`config.mk`:
```
export PLATFORM = sky130hd
export DESIGN_NAME = npu_dot3
export DESIGN_NICKNAME = d
export VERILOG_FILES = /design/src/rtl/npu_dot3.sv
export SDC_FILE = /design/constraint.sdc
export NUM_CORES = 2
export LEC_CHECK = 0
export ABC_AREA = 1
export CAP_MARGIN = 20
export CORE_AREA = 2 2 344 346
export CTS_CLUSTER_SIZE = 14
export DETAILED_ROUTE_END_ITERATION = 6
export DIE_AREA = 0 0 346 348
export PLACE_DENSITY = 0.63
export SLEW_MARGIN = 15
export SYNTH_ARGS = -nofsm -noshare
export SYNTH_HDL_FRONTEND = slang
export SYNTH_SLANG_ARGS = --single-unit
```
`constraint.sdc`:
```
create_clock -name clk -period 15 [get_ports clk]
set_input_delay 3.75 -clock clk [delete_from_list [all_inputs] [get_ports clk]]
set_output_delay 3.75 -clock clk [all_outputs]
set_load 0.005 [all_outputs]
```
`src/rtl/npu_dot3.sv`:
```
// rtl/npu_dot3.sv - signed dot-product MAC engine over VEC_LEN operand pairs
// Optional macro NPU_RELU_EN: clamp negative results to zero before loading out.
module npu_dot3 #(
    parameter int DATA_SIZE = 32,
    parameter int VEC_LEN   = 3,
    parameter int ACC_W     = 2*DATA_SIZE+2
) (
    input  logic                 clk,
    input  logic                 rst,
    input  logic                 en,
    input  logic [DATA_SIZE-1:0] in1,
    input  logic [DATA_SIZE-1:0] in2,
    output logic                 ack,
    output logic [ACC_W-1:0]     out,
    output logic                 busy
);

    localparam int CNT_W = (VEC_LEN > 1) ? $clog2(VEC_LEN) : 1;
    localparam logic [CNT_W-1:0] LAST = CNT_W'(VEC_LEN-1);

    typedef enum logic [1:0] {S_IDLE, S_LOAD, S_MAC, S_DONE} state_t;

    state_t                   r_state;
    logic [CNT_W-1:0]         r_cnt;
    logic [DATA_SIZE-1:0]     r_a [VEC_LEN];
    logic [DATA_SIZE-1:0]     r_b [VEC_LEN];
    logic signed [ACC_W-1:0]  r_acc;
    logic [ACC_W-1:0]         r_out;
    logic                     r_ack;
    logic                     r_busy;

    logic signed [2*DATA_SIZE-1:0] w_a_ext;
    logic signed [2*DATA_SIZE-1:0] w_b_ext;
    logic signed [2*DATA_SIZE-1:0] w_prod;
    logic signed [ACC_W-1:0]       w_prod_ext;
    logic signed [ACC_W-1:0]       w_sum;
    logic [ACC_W-1:0]              w_result;

    // Operands are widened first so the product keeps full signed precision.
    assign w_a_ext    = {{DATA_SIZE{r_a[r_cnt][DATA_SIZE-1]}}, r_a[r_cnt]};
    assign w_b_ext    = {{DATA_SIZE{r_b[r_cnt][DATA_SIZE-1]}}, r_b[r_cnt]};
    assign w_prod     = w_a_ext * w_b_ext;
    assign w_prod_ext = {{(ACC_W-2*DATA_SIZE){w_prod[2*DATA_SIZE-1]}}, w_prod};
    assign w_sum      = r_acc + w_prod_ext;

`ifdef NPU_RELU_EN
    assign w_result = w_sum[ACC_W-1] ? '0 : w_sum;
`else
    assign w_result = w_sum;
`endif

    always_ff @(posedge clk or posedge rst) begin
        if (rst) begin
            r_state <= S_IDLE;
            r_cnt   <= '0;
            r_acc   <= '0;
            r_out   <= '0;
            r_ack   <= 1'b0;
            r_busy  <= 1'b0;
            for (int i = 0; i < VEC_LEN; i++) begin
                r_a[i] <= '0;
                r_b[i] <= '0;
            end
        end else begin
            r_ack <= 1'b0;
            case (r_state)
                S_MAC: begin
                    r_acc <= w_sum;
                    if (r_cnt == LAST) begin
                        r_state <= S_DONE;
                        r_cnt   <= '0;
                        r_out   <= w_result;
                        r_ack   <= 1'b1;
                        r_busy  <= 1'b0;
                    end else begin
                        r_cnt <= r_cnt + CNT_W'(1);
                    end
                end
                default: begin
                    // IDLE, LOAD and DONE all accept operands; DONE capture gives back-to-back vectors.
                    if (en) begin
                        r_a[r_cnt] <= in1;
                        r_b[r_cnt] <= in2;
                        if (r_cnt == LAST) begin
                            r_state <= S_MAC;
                            r_cnt   <= '0;
                            r_acc   <= '0;
                            r_busy  <= 1'b1;
                        end else begin
                            r_state <= S_LOAD;
                            r_cnt   <= r_cnt + CNT_W'(1);
                        end
                    end else if (r_state == S_DONE) begin
                        r_state <= S_IDLE;
                    end
                end
            endcase
        end
    end

    assign ack  = r_ack;
    assign out  = r_out;
    assign busy = r_busy;

endmodule

```
==> results.sh <==
export IMPL_max_freq_ghz=0.0991
export IMPL_synthArstFlopShare_pct=100
export IMPL_grt_total_usage_pct=28.6
export IMPL_slowest_stage="fa_1"
export IMPL_ys_ff_latch=330
export IMPL_clk_latency_ns=0.59
export IMPL_grt_max_degree=136
export IMPL_synth_nets=8459
export IMPL_start_kind="flip-flop"
export IMPL_synth_area_top_cells="fa_1, dfrtp_1, inv_1"
export IMPL_cp_max_fo=36
export IMPL_min_period_ns=10.09
export IMPL_outcome="finished, final reports clean"
export IMPL_clock_tree_htree_level_count=2
export IMPL_avgSynthCellArea_um2=8.18
export IMPL_antenna_found_initial=2
export IMPL_grt_pass1_wl_um=267000
export IMPL_postCtsSetupBuffers=0
export IMPL_synth_top_cells_by_count="inv_1, nand2_1, fa_1"
export IMPL_ioPinCount=135
export IMPL_drv_cap=0
export IMPL_synth_area_leader_cell="fa_1"
export IMPL_yosysTopAreaCellShare_pct=43.5
export IMPL_root_buffer="clkbuf_16"
export IMPL_clockBufferDepth=3
export IMPL_drive_above_1_share_pct=4.31
export IMPL_vias_per_cell=5.07
export IMPL_hpwl_um=134000
export IMPL_rsz0062_at_grt="no"
export IMPL_cp_end_kind="flip-flop"
export IMPL_ys_warn_count=0
export IMPL_cp_common_cell="fa_1"
export IMPL_skew_ns=0.0402
export IMPL_initial_core_util_pct=48.5
export IMPL_cts_sinks=330
export IMPL_die_w_um=346
export IMPL_vias=43000
export IMPL_finalNetCount=8436
export IMPL_final_max_slew_viol_count=0
export IMPL_cts_resized=0
export IMPL_drc_errors=0
export IMPL_period_share_pct=67.3
export IMPL_ant_nets=0
export IMPL_area_growth_pct=6.82
export IMPL_min_path_type="flip-flop to flip-flop"
export IMPL_postCtsHoldBufs=0
export IMPL_crit_type="flip-flop to flip-flop"
export IMPL_arrival_ns=10.56
export IMPL_synth_area_um2=56800
export IMPL_rows=126
export IMPL_ys_seq_area_share_pct=14.5
export IMPL_grt_pass1_vias=46800
export IMPL_cts_tree="done"
export IMPL_cpPeakStageDelay_ns=0.84
export IMPL_synth_edf_count=0
export IMPL_first_pass_iters=6
export IMPL_synth_cell_type_count=41
export IMPL_dieArea_um2=120000
export IMPL_setup_viol=0
export IMPL_cp_data_required_time_ns=15.47
export IMPL_gp_congestion=0.946
export IMPL_setup_tns_ns=0
export IMPL_wire_per_inst_um=19.3
export IMPL_clk_pin_slew_ns=0.06
export IMPL_synthCells=6937
export IMPL_io_buffers=134
export IMPL_cts_made_buffers=38
export IMPL_relSlewSlack_pct=30.0
export IMPL_core_um2=117000
export IMPL_die_y_um=348
export IMPL_overflow=0
export IMPL_tightest_slew_ns=1.05
export IMPL_hold_viol=0
export IMPL_wl_um=164000
export IMPL_synth_ff_type="dfrtp_1"
export IMPL_synth_most_common_cell="inv_1"
export IMPL_drt_initial_drc_count=3368
cells by family after synthesis:
kind of cell,share of synthesized area [%]
fa+ha+maj,48.4
flops,14.5
buf+inv,16.4
compound gates,4.81
simple gates,15.6
xor+xnor,0.309
layout make-up:
type                            instances  area, µm²
Timing Repair Buffer                  219       2010
Tap cell                             1536       1920
Clock buffer                           51       1050
Clock inverter                          9        121
Fill cell                           11200      56300
Multi-Input combinational cell       4206      39300
Sequential cell                       330       8260
Antenna cell                            1       2.50
Inverter                             2119       7960
final timing paths:
| check | startpoint | endpoint | slack [ns] | cells past startpoint |
|---|---|---|---|---|
| max in group asynchronous | rst | r_b[33] | 9.32 | 5 |
| worst min-delay path | out[6] | out[6] | 0.47 | 2 |
| worst max register to register | r_cnt[0] | r_acc[55] | 4.91 | 32 |
| worst min register to register | out[6] | out[6] | 0.47 | 2 |
| worst max-delay path | r_cnt[0] | r_acc[55] | 4.91 | 32 |
| min in group asynchronous | rst | r_acc[9] | 3.71 | 2 |
sequential cells by signal (all words and copies together), names as in the netlist:
signal and flops:
ack 1, r_b 96, r_cnt 2, r_acc 66, out 66, busy 1, r_a 96, r_state 2
stage by stage:
step | worst slack, ns | cells | utilization [%] | hold slack, ns | area [µm²]
5_1_grt | 4.41 | 8470 | 51.8 | 0.502 | 60600
3_3_place_gp | 4.98 | 8409 | 50.8 | 0.463 | 59400
3_5_place_dp | 4.89 | 8409 | 50.8 | 0.465 | 59400
6_report | 4.91 | 8471 | 51.8 | 0.475 | 60600
2_1_floorplan | 2.11 | 6937 | - | 0.449 | 56800
4_1_cts | 4.90 | 8469 | 51.8 | 0.480 | 60600
layer usage:
metal | up-vias | wire length, µm | track usage [%]
met2 | 1356 | 75200 | 45.7
met4 | 0 | 3740 | 6.32
met5 | - | 0 | 0
met1 | 21900 | 73700 | 41.6
li1 | 19500 | - | -
met3 | 197 | 11200 | 4.14
worst max-delay path: cells and delay by family (launching register included):
kind | cells | cell delay [ns]
adders and majority gates | 9 | 5.23
and+or+nand+nor | 13 | 2.40
DFF | 1 | 0.45
AOI/OAI and AO/OA | 1 | 0.08
buffers and inverters | 9 | 1.78
cell usage in the layout, fill, tap and decap left out, drive strengths merged, types with 18 or more instances in the layout:
master,instances
a21oi,77
a22oi,46
buf,85
clkbuf,51
clkdlybuf4s50,134
dfrtp,330
fa,1233
ha,222
inv,2117
nand2,1878
nand3,164
nand4,24
nor2,152
o21ai,305
o22ai,18
Power is not shown: default switching activity piles up to over one toggle a cycle in this logic, so the estimate is an artifact.
